## src/rtl/mpi_pkg.sv

```systemverilog
// Shared MPI packet definitions: opcodes, envelope header bit positions,
// send FSM states, the latched send-request record and the header builder.
package mpi_pkg;

  localparam int unsigned HDR_W = 128;

  localparam logic [2:0] OP_EAGER     = 3'b001;
  localparam logic [2:0] OP_RTS       = 3'b010;
  localparam logic [2:0] OP_CTS       = 3'b011;
  localparam logic [2:0] OP_RNDV_DATA = 3'b100;

  localparam int unsigned HDR_EAGER_BIT = 127;
  localparam int unsigned HDR_OP_HI     = 122;
  localparam int unsigned HDR_OP_LO     = 120;
  localparam int unsigned HDR_TYPE_HI   = 119;
  localparam int unsigned HDR_TYPE_LO   = 112;
  localparam int unsigned HDR_COMM_HI   = 111;
  localparam int unsigned HDR_COMM_LO   = 104;
  localparam int unsigned HDR_SRC_HI    = 103;
  localparam int unsigned HDR_SRC_LO    = 96;
  localparam int unsigned HDR_TAG_HI    = 95;
  localparam int unsigned HDR_TAG_LO    = 88;
  localparam int unsigned HDR_DST_HI    = 87;
  localparam int unsigned HDR_DST_LO    = 80;
  localparam int unsigned HDR_LEN_HI    = 79;
  localparam int unsigned HDR_LEN_LO    = 64;
  localparam int unsigned HDR_PTR_HI    = 31;
  localparam int unsigned HDR_PTR_LO    = 0;

  typedef enum logic [2:0] {
    StIdle,
    StRts,
    StWaitCts,
    StHdr,
    StData
  } send_state_e;

  typedef struct packed {
    logic [7:0]  mtype;
    logic [7:0]  comm;
    logic [7:0]  src;
    logic [7:0]  dst;
    logic [7:0]  tag;
    logic [15:0] len;
    logic [31:0] ptr;
  } send_req_t;

  function automatic logic [HDR_W-1:0] build_hdr(input send_req_t req, input logic [2:0] op);
    logic [HDR_W-1:0] h;
    h                           = '0;
    h[HDR_EAGER_BIT]            = (op == OP_EAGER);
    h[HDR_OP_HI:HDR_OP_LO]      = op;
    h[HDR_TYPE_HI:HDR_TYPE_LO]  = req.mtype;
    h[HDR_COMM_HI:HDR_COMM_LO]  = req.comm;
    h[HDR_SRC_HI:HDR_SRC_LO]    = req.src;
    h[HDR_TAG_HI:HDR_TAG_LO]    = req.tag;
    h[HDR_DST_HI:HDR_DST_LO]    = req.dst;
    h[HDR_LEN_HI:HDR_LEN_LO]    = req.len;
    h[HDR_PTR_HI:HDR_PTR_LO]    = req.ptr;
    return h;
  endfunction

endpackage

```

## src/rtl/tx_skid_buffer.sv

```systemverilog
// Two-entry flit FIFO between message-memory read data and the router port.
// The producer never pushes when full; the count output lets it gate reads.
module tx_skid_buffer #(
  parameter int unsigned WIDTH = 129
) (
  input  logic             clk,
  input  logic             rst,
  input  logic             in_valid,
  input  logic [WIDTH-1:0] in_data,
  output logic             out_valid,
  input  logic             out_ready,
  output logic [WIDTH-1:0] out_data,
  output logic [1:0]       count
);

  logic [WIDTH-1:0] mem_q [2];
  logic             wr_ptr_q;
  logic             rd_ptr_q;
  logic [1:0]       count_q;
  logic             push;
  logic             pop;

  assign push      = in_valid;
  assign pop       = out_valid && out_ready;
  assign out_valid = (count_q != 2'd0);
  assign out_data  = mem_q[rd_ptr_q];
  assign count     = count_q;

  always_ff @(posedge clk) begin
    if (rst) begin
      wr_ptr_q <= 1'b0;
      rd_ptr_q <= 1'b0;
      count_q  <= 2'd0;
    end else begin
      if (push) wr_ptr_q <= ~wr_ptr_q;
      if (pop)  rd_ptr_q <= ~rd_ptr_q;
      count_q <= count_q + 2'(push) - 2'(pop);
    end
  end

  always_ff @(posedge clk) begin
    if (push) mem_q[wr_ptr_q] <= in_data;
  end

endmodule

```

## src/rtl/mpi_send_packetizer.sv

```systemverilog
// Send-side packetizer: one send request becomes an eager header+payload, or an RTS,
// a CTS wait and a rendezvous header+payload, streamed to the router injection port.
module mpi_send_packetizer
  import mpi_pkg::*;
#(
  parameter int unsigned PKT_WIDTH       = 128,
  parameter int unsigned ADDR_WIDTH      = 10,
  parameter int unsigned EAGER_MAX_FLITS = 4
) (
  input  logic                  clk,
  input  logic                  rst,
  input  logic                  send_valid,
  output logic                  send_ready,
  input  logic [7:0]            send_type,
  input  logic [7:0]            send_comm,
  input  logic [7:0]            send_src,
  input  logic [7:0]            send_dst,
  input  logic [7:0]            send_tag,
  input  logic [15:0]           send_len,
  input  logic [31:0]           send_ptr,
  output logic                  mem_rd_en,
  output logic [ADDR_WIDTH-1:0] mem_rd_addr,
  input  logic [PKT_WIDTH-1:0]  mem_rd_data,
  output logic                  tx_valid,
  input  logic                  tx_ready,
  output logic [PKT_WIDTH-1:0]  tx_data,
  output logic                  tx_last,
  input  logic                  cts_valid,
  input  logic [7:0]            cts_comm,
  input  logic [7:0]            cts_src,
  input  logic [7:0]            cts_tag,
  output logic                  send_done,
  output logic                  cts_drop
);

  send_state_e           state_q, state_d;
  send_req_t             req_q, req_d;
  logic [2:0]            op_q, op_d;
  logic [15:0]           rd_cnt_q, rd_cnt_d;
  logic [ADDR_WIDTH-1:0] rd_addr_q, rd_addr_d;
  logic                  rd_pend_q;
  logic                  rd_last_q, rd_last_d;
  logic                  cts_drop_q;

  logic                  skid_valid;
  logic                  skid_ready;
  logic [PKT_WIDTH:0]    skid_data;
  logic [1:0]            skid_count;
  logic [2:0]            skid_next;
  logic                  skid_pop;
  logic                  cts_match;
  logic [PKT_WIDTH-1:0]  hdr;

  assign hdr = build_hdr(req_q, op_q);

  assign cts_match = (state_q == StWaitCts) && cts_valid && (cts_comm == req_q.comm) &&
                     (cts_src == req_q.dst) && (cts_tag == req_q.tag);

  assign skid_ready = (state_q == StData) && tx_ready;
  assign skid_pop   = skid_valid && skid_ready;
  // Occupancy after this cycle's arriving read and pop; a new read lands one cycle later.
  assign skid_next  = {1'b0, skid_count} + {2'b0, rd_pend_q} - {2'b0, skid_pop};

  tx_skid_buffer #(
    .WIDTH(PKT_WIDTH + 1)
  ) u_skid (
    .clk      (clk),
    .rst      (rst),
    .in_valid (rd_pend_q),
    .in_data  ({rd_last_q, mem_rd_data}),
    .out_valid(skid_valid),
    .out_ready(skid_ready),
    .out_data (skid_data),
    .count    (skid_count)
  );

  always_comb begin
    state_d     = state_q;
    req_d       = req_q;
    op_d        = op_q;
    rd_cnt_d    = rd_cnt_q;
    rd_addr_d   = rd_addr_q;
    rd_last_d   = rd_last_q;
    send_ready  = (state_q == StIdle) && !rst;
    mem_rd_en   = 1'b0;
    mem_rd_addr = rd_addr_q;
    tx_valid    = 1'b0;
    tx_data     = '0;
    tx_last     = 1'b0;
    send_done   = 1'b0;

    unique case (state_q)
      StIdle: begin
        if (send_valid) begin
          req_d = '{mtype: send_type, comm: send_comm, src: send_src, dst: send_dst,
                    tag: send_tag, len: send_len, ptr: send_ptr};
          if (send_len <= 16'(EAGER_MAX_FLITS)) begin
            op_d    = OP_EAGER;
            state_d = StHdr;
          end else begin
            op_d    = OP_RTS;
            state_d = StRts;
          end
        end
      end
      StRts: begin
        tx_valid = 1'b1;
        tx_data  = hdr;
        tx_last  = 1'b1;
        if (tx_ready) state_d = StWaitCts;
      end
      StWaitCts: begin
        if (cts_match) begin
          op_d    = OP_RNDV_DATA;
          state_d = StHdr;
        end
      end
      StHdr: begin
        tx_valid = 1'b1;
        tx_data  = hdr;
        tx_last  = (req_q.len == 16'd0);
        if (tx_ready) begin
          if (req_q.len == 16'd0) begin
            send_done = 1'b1;
            state_d   = StIdle;
          end else begin
            // First read goes out with the header handshake to hide memory latency.
            mem_rd_en   = 1'b1;
            mem_rd_addr = req_q.ptr[ADDR_WIDTH-1:0];
            rd_addr_d   = req_q.ptr[ADDR_WIDTH-1:0] + ADDR_WIDTH'(1);
            rd_cnt_d    = 16'd1;
            rd_last_d   = (req_q.len == 16'd1);
            state_d     = StData;
          end
        end
      end
      StData: begin
        tx_valid = skid_valid;
        tx_data  = skid_valid ? skid_data[PKT_WIDTH-1:0] : '0;
        tx_last  = skid_valid && skid_data[PKT_WIDTH];
        if ((rd_cnt_q != req_q.len) && (skid_next < 3'd2)) begin
          mem_rd_en = 1'b1;
          rd_addr_d = rd_addr_q + ADDR_WIDTH'(1);
          rd_cnt_d  = rd_cnt_q + 16'd1;
          rd_last_d = (rd_cnt_q == req_q.len - 16'd1);
        end
        if (skid_pop && skid_data[PKT_WIDTH]) begin
          send_done = 1'b1;
          state_d   = StIdle;
        end
      end
      default: state_d = StIdle;
    endcase
  end

  always_ff @(posedge clk) begin
    if (rst) begin
      state_q    <= StIdle;
      req_q      <= '0;
      op_q       <= OP_EAGER;
      rd_cnt_q   <= '0;
      rd_addr_q  <= '0;
      rd_pend_q  <= 1'b0;
      rd_last_q  <= 1'b0;
      cts_drop_q <= 1'b0;
    end else begin
      state_q    <= state_d;
      req_q      <= req_d;
      op_q       <= op_d;
      rd_cnt_q   <= rd_cnt_d;
      rd_addr_q  <= rd_addr_d;
      rd_pend_q  <= mem_rd_en;
      rd_last_q  <= rd_last_d;
      cts_drop_q <= cts_valid && !cts_match;
    end
  end

  assign cts_drop = cts_drop_q;

endmodule

```

## config.mk

```make
export PLATFORM = sky130hd
export DESIGN_NAME = mpi_send_packetizer
export DESIGN_NICKNAME = d
export VERILOG_FILES = /design/src/rtl/mpi_pkg.sv /design/src/rtl/tx_skid_buffer.sv /design/src/rtl/mpi_send_packetizer.sv
export SDC_FILE = /design/constraint.sdc
export NUM_CORES = 1
export LEC_CHECK = 0
export ABC_AREA = 0
export CAP_MARGIN = 20
export CORE_ASPECT_RATIO = 1.1
export CORE_MARGIN = 1
export CORE_UTILIZATION = 25
export DETAILED_ROUTE_END_ITERATION = 6
export PLACE_DENSITY = 0.52
export SETUP_SLACK_MARGIN = 0.2
export SLEW_MARGIN = 10
export SYNTH_ARGS = -nofsm -noshare
export SYNTH_HDL_FRONTEND = slang
export SYNTH_HIERARCHICAL = 1
export SYNTH_SLANG_ARGS = --single-unit
```

## constraint.sdc

```tcl
create_clock -name clk -period 8.1 [get_ports clk]
set_input_delay 0.81 -clock clk [delete_from_list [all_inputs] [get_ports clk]]
set_output_delay 0.81 -clock clk [all_outputs]
set_load 0.01 [all_outputs]
```

==> reports/qor.csv <==
metric,value,unit
P_leak,0.00784,µW
TritonCTS Buffers,44,
Comb power frac,10.1,%
Gate Count Post-Synth,1427,
row count,99,
ys async rst share,0,%
hpwl dp,38100,µm
Hold WS,0.454,ns
remaining antenna violation count,0,
Die X,250,µm
f_max,185,MHz
"Reg clk slew, reported paths",0.06,ns
Worst Skew,0.00942,ns
Port Buffer Count,388,
largest net degree at the start of global routing,76,
Clock Sinks,386,
io pins,389,
Via density,4.70,
CTS root buffer,clkbuf_16,
DRT met1 WL,22600,µm
top-count cell post-synth,edfxtp_1,
met3 routed WL,3130,µm
total chip power,4690,µW
first drt pass iteration count,5,
Synth Area per Inst,11.9,µm²
DRC viols,0,
antenna violations before repair,5,
H-tree depth,2,
crit path max-delay cell type,clkdlybuf4s50_1,
RSZ-0062 raised after global routing,no,
first-pass GRT wire length,81400,µm
first-iteration detailed-routing DRC count,703,
Yosys cell types,63,
Hold WC Path Type,flop to flop,
Crit Path Class,flop to output pin,
worst-margin pin slew,1.10,ns
"Seq/Total Area, Yosys",60.7,%
sequential share of power,47.0,%
final slew viol count,0,
DIE AREA,69000,µm²
Final Hold Vio Count,0,
met2 WL post-DR,28800,µm
crit-path max FO,58,
DR top layer,met5,
Mapped Area,17000,µm²
total gr overflow,0,
Post-synth EDFFs,258,
"Net count, final",2028,
startpoint class of the critical path,flop,
Synth Register Bits,386,
Sw Ratio,23.5,%
Worst EP required,7.29,ns
clock group share of total power,42.9,%
Cell Pwr Density,203,nW/µm²
max_cap viols,0,
Clock Latency Late Sink,0.57,ns
status,completed,
synth top area cells,"edfxtp_1 46%, dfxtp_1 15%, mux2_2 8.7%",
Placer Congestion,0.836,
final setup TNS,0,ns
CP arrival,4.60,ns
endpoints failing setup,0,
die span in y,275,µm
CP cell instances,nor3b_4 -> buf_4 -> and3_1 -> ha_1 -> nand2b_1 -> fa_1 -> xnor2_1 -> o2111ai_4 -> and2_4 -> inv_2 -> clkdlybuf4s50_1,
Area Growth Syn to Fin,35.8,%
share of the synthesized area in the top cell type,45.6,%
WL final,55800,µm
fill cell total of the finished layout,6609,
Int Power,3590,µW
Final period util,66.8,%
share of layout cells above drive strength 1,13.1,%
Peak VDD IR,142,µV
CTS resizes,0,
vias in the first global route,12700,
Post-CTS Setup Inserts,0,
Longest Clk Path Bufs,3,
Synth Flop Type,edfxtp_1,
CP peak stage delay,0.60,ns
via count,12600,
initial core utilization,25.4,%
most frequent cells after synthesis,"258 x edfxtp_1, 243 x nand2_1, 131 x mux2_2, 128 x dfxtp_1, 122 x a21oi_1",
CTS Hold Bufs,0,
CP endpoint kind,output pin,
Core ar.,66800,µm²
GRT Overall Usage,15.6,%
syn_nets,1681,
WL per Instance,20.9,µm
Yosys top cell by area,edfxtp_1,
CTS tree,built,
warnings from Yosys,6,
net load switching power,1100,µW
worst rel slew slack,26.5,%
Period minus WS final,5.41,ns
[layout make-up]
| type | instances | area [µm²] | share of cell area (%) |
|---|---|---|---|
| inverter | 14 | 52.6 | 0.228 |
| multi-input combinational | 924 | 6130 | 26.6 |
| clock inverter | 17 | 170 | 0.738 |
| antenna | 3 | 7.51 | 0.0326 |
| timing repair buffer | 404 | 4020 | 17.4 |
| clock buffer | 65 | 1290 | 5.60 |
| tap | 858 | 1070 | 4.65 |
| sequential | 386 | 10300 | 44.7 |
[cells by family after synthesis]
group,synth area share [%]
adder cells (fa/ha/maj),0.707
multiplexers,8.75
AO/OA/AOI/OAI,10.5
buffers and inverters,3.39
AND/OR/NAND/NOR,12.4
XOR/XNOR,3.53
flip-flops,60.7
[per-stage QoR]
stage	setup WS [ns]	utilization (%)	instance area, µm²	std cells
5_1_grt	2.34	34.5	23100	2670
4_1_cts	2.65	34.5	23100	2668
2_1_floorplan	1.41	-	17000	1427
6_report	2.69	34.5	23100	2671
3_5_place_dp	3.16	32.3	21600	2586
3_3_place_gp	3.13	32.3	21600	2585
[critical path: cells and delay by family (launching register included)]
| family | cells | cell delay (ns) |
|---|---|---|
| AOI/OAI and AO/OA | 1 | 0.29 |
| xor gates and xnor gates | 1 | 0.26 |
| adders and majority gates | 2 | 0.61 |
| buffers and inverters | 3 | 1.32 |
| DFF | 1 | 0.51 |
| and+or+nand+nor | 4 | 1.02 |
[cell usage in the layout (no fill, tap or decap), drive strengths merged, types with 3 or more instances in the layout]
master | Yosys | routed
or3 | 5 | 5
or4 | 4 | 4
nand3 | 26 | 26
buf | 29 | 17
inv | 14 | 17
xor2 | 28 | 28
clkdlybuf4s50 | 0 | 387
nand2 | 243 | 243
a31oi | 10 | 10
and2 | 8 | 8
xnor2 | 37 | 37
or2 | 6 | 6
nand2b | 6 | 6
and3 | 45 | 45
nor3b | 6 | 6
o21ai | 26 | 26
nand4 | 17 | 17
a21oi | 122 | 122
clkinv | 0 | 10
nor2 | 45 | 45
mux2 | 131 | 131
dfxtp | 128 | 128
diode | 0 | 3
ha | 8 | 8
nor4 | 14 | 14
bufinv | 0 | 3
a22o | 86 | 86
nor2b | 7 | 7
edfxtp | 258 | 258
clkbuf | 74 | 65
nor3 | 10 | 10
a211oi | 9 | 9
[state kept, by name, summed over array words and instances, names as in the netlist, named ones only]
register and count:
u_skid/wr_ptr_q 1, cts_drop 1, u_skid/mem_q 258, op_q 3, u_skid/rd_ptr_q 1, rd_cnt_q 16
state_q 3, rd_addr_q 10, u_skid/count 2, rd_last_q 1, hdr 88, rd_pend_q 1
[final timing paths]
path,start,end,slack (ns),cells after the start
worst max-delay path,state_q[2]$_SDFFE_PP0P_,mem_rd_en,2.69,11
worst min register to register,hdr[102]$_SDFFE_PP0P_,hdr[102]$_SDFFE_PP0P_,0.45,2
worst min-delay path,hdr[102]$_SDFFE_PP0P_,hdr[102]$_SDFFE_PP0P_,0.45,2
worst max register to register,state_q[2]$_SDFFE_PP0P_,rd_cnt_q[3]$_SDFFE_PP0P_,4.27,11
[layer usage]
layer	global-route usage, %	vias to the layer above
li1	-	5922
met1	18.5	6185
met2	28.1	371
met3	3.85	78
met4	4.31	6
met5	0	-
[power by group through the flow]
stage / Combinational, µW / Clock (µW) / Sequential, µW
global route: 515 / 2140 / 2210
global placement: 467 / 0 / 2240
floorplan: 234 / 0 / 2220
finish: 474 / 2010 / 2200
detailed placement: 477 / 0 / 2240
CTS: 479 / 2080 / 2200
Power figures use the tool's default switching activity.
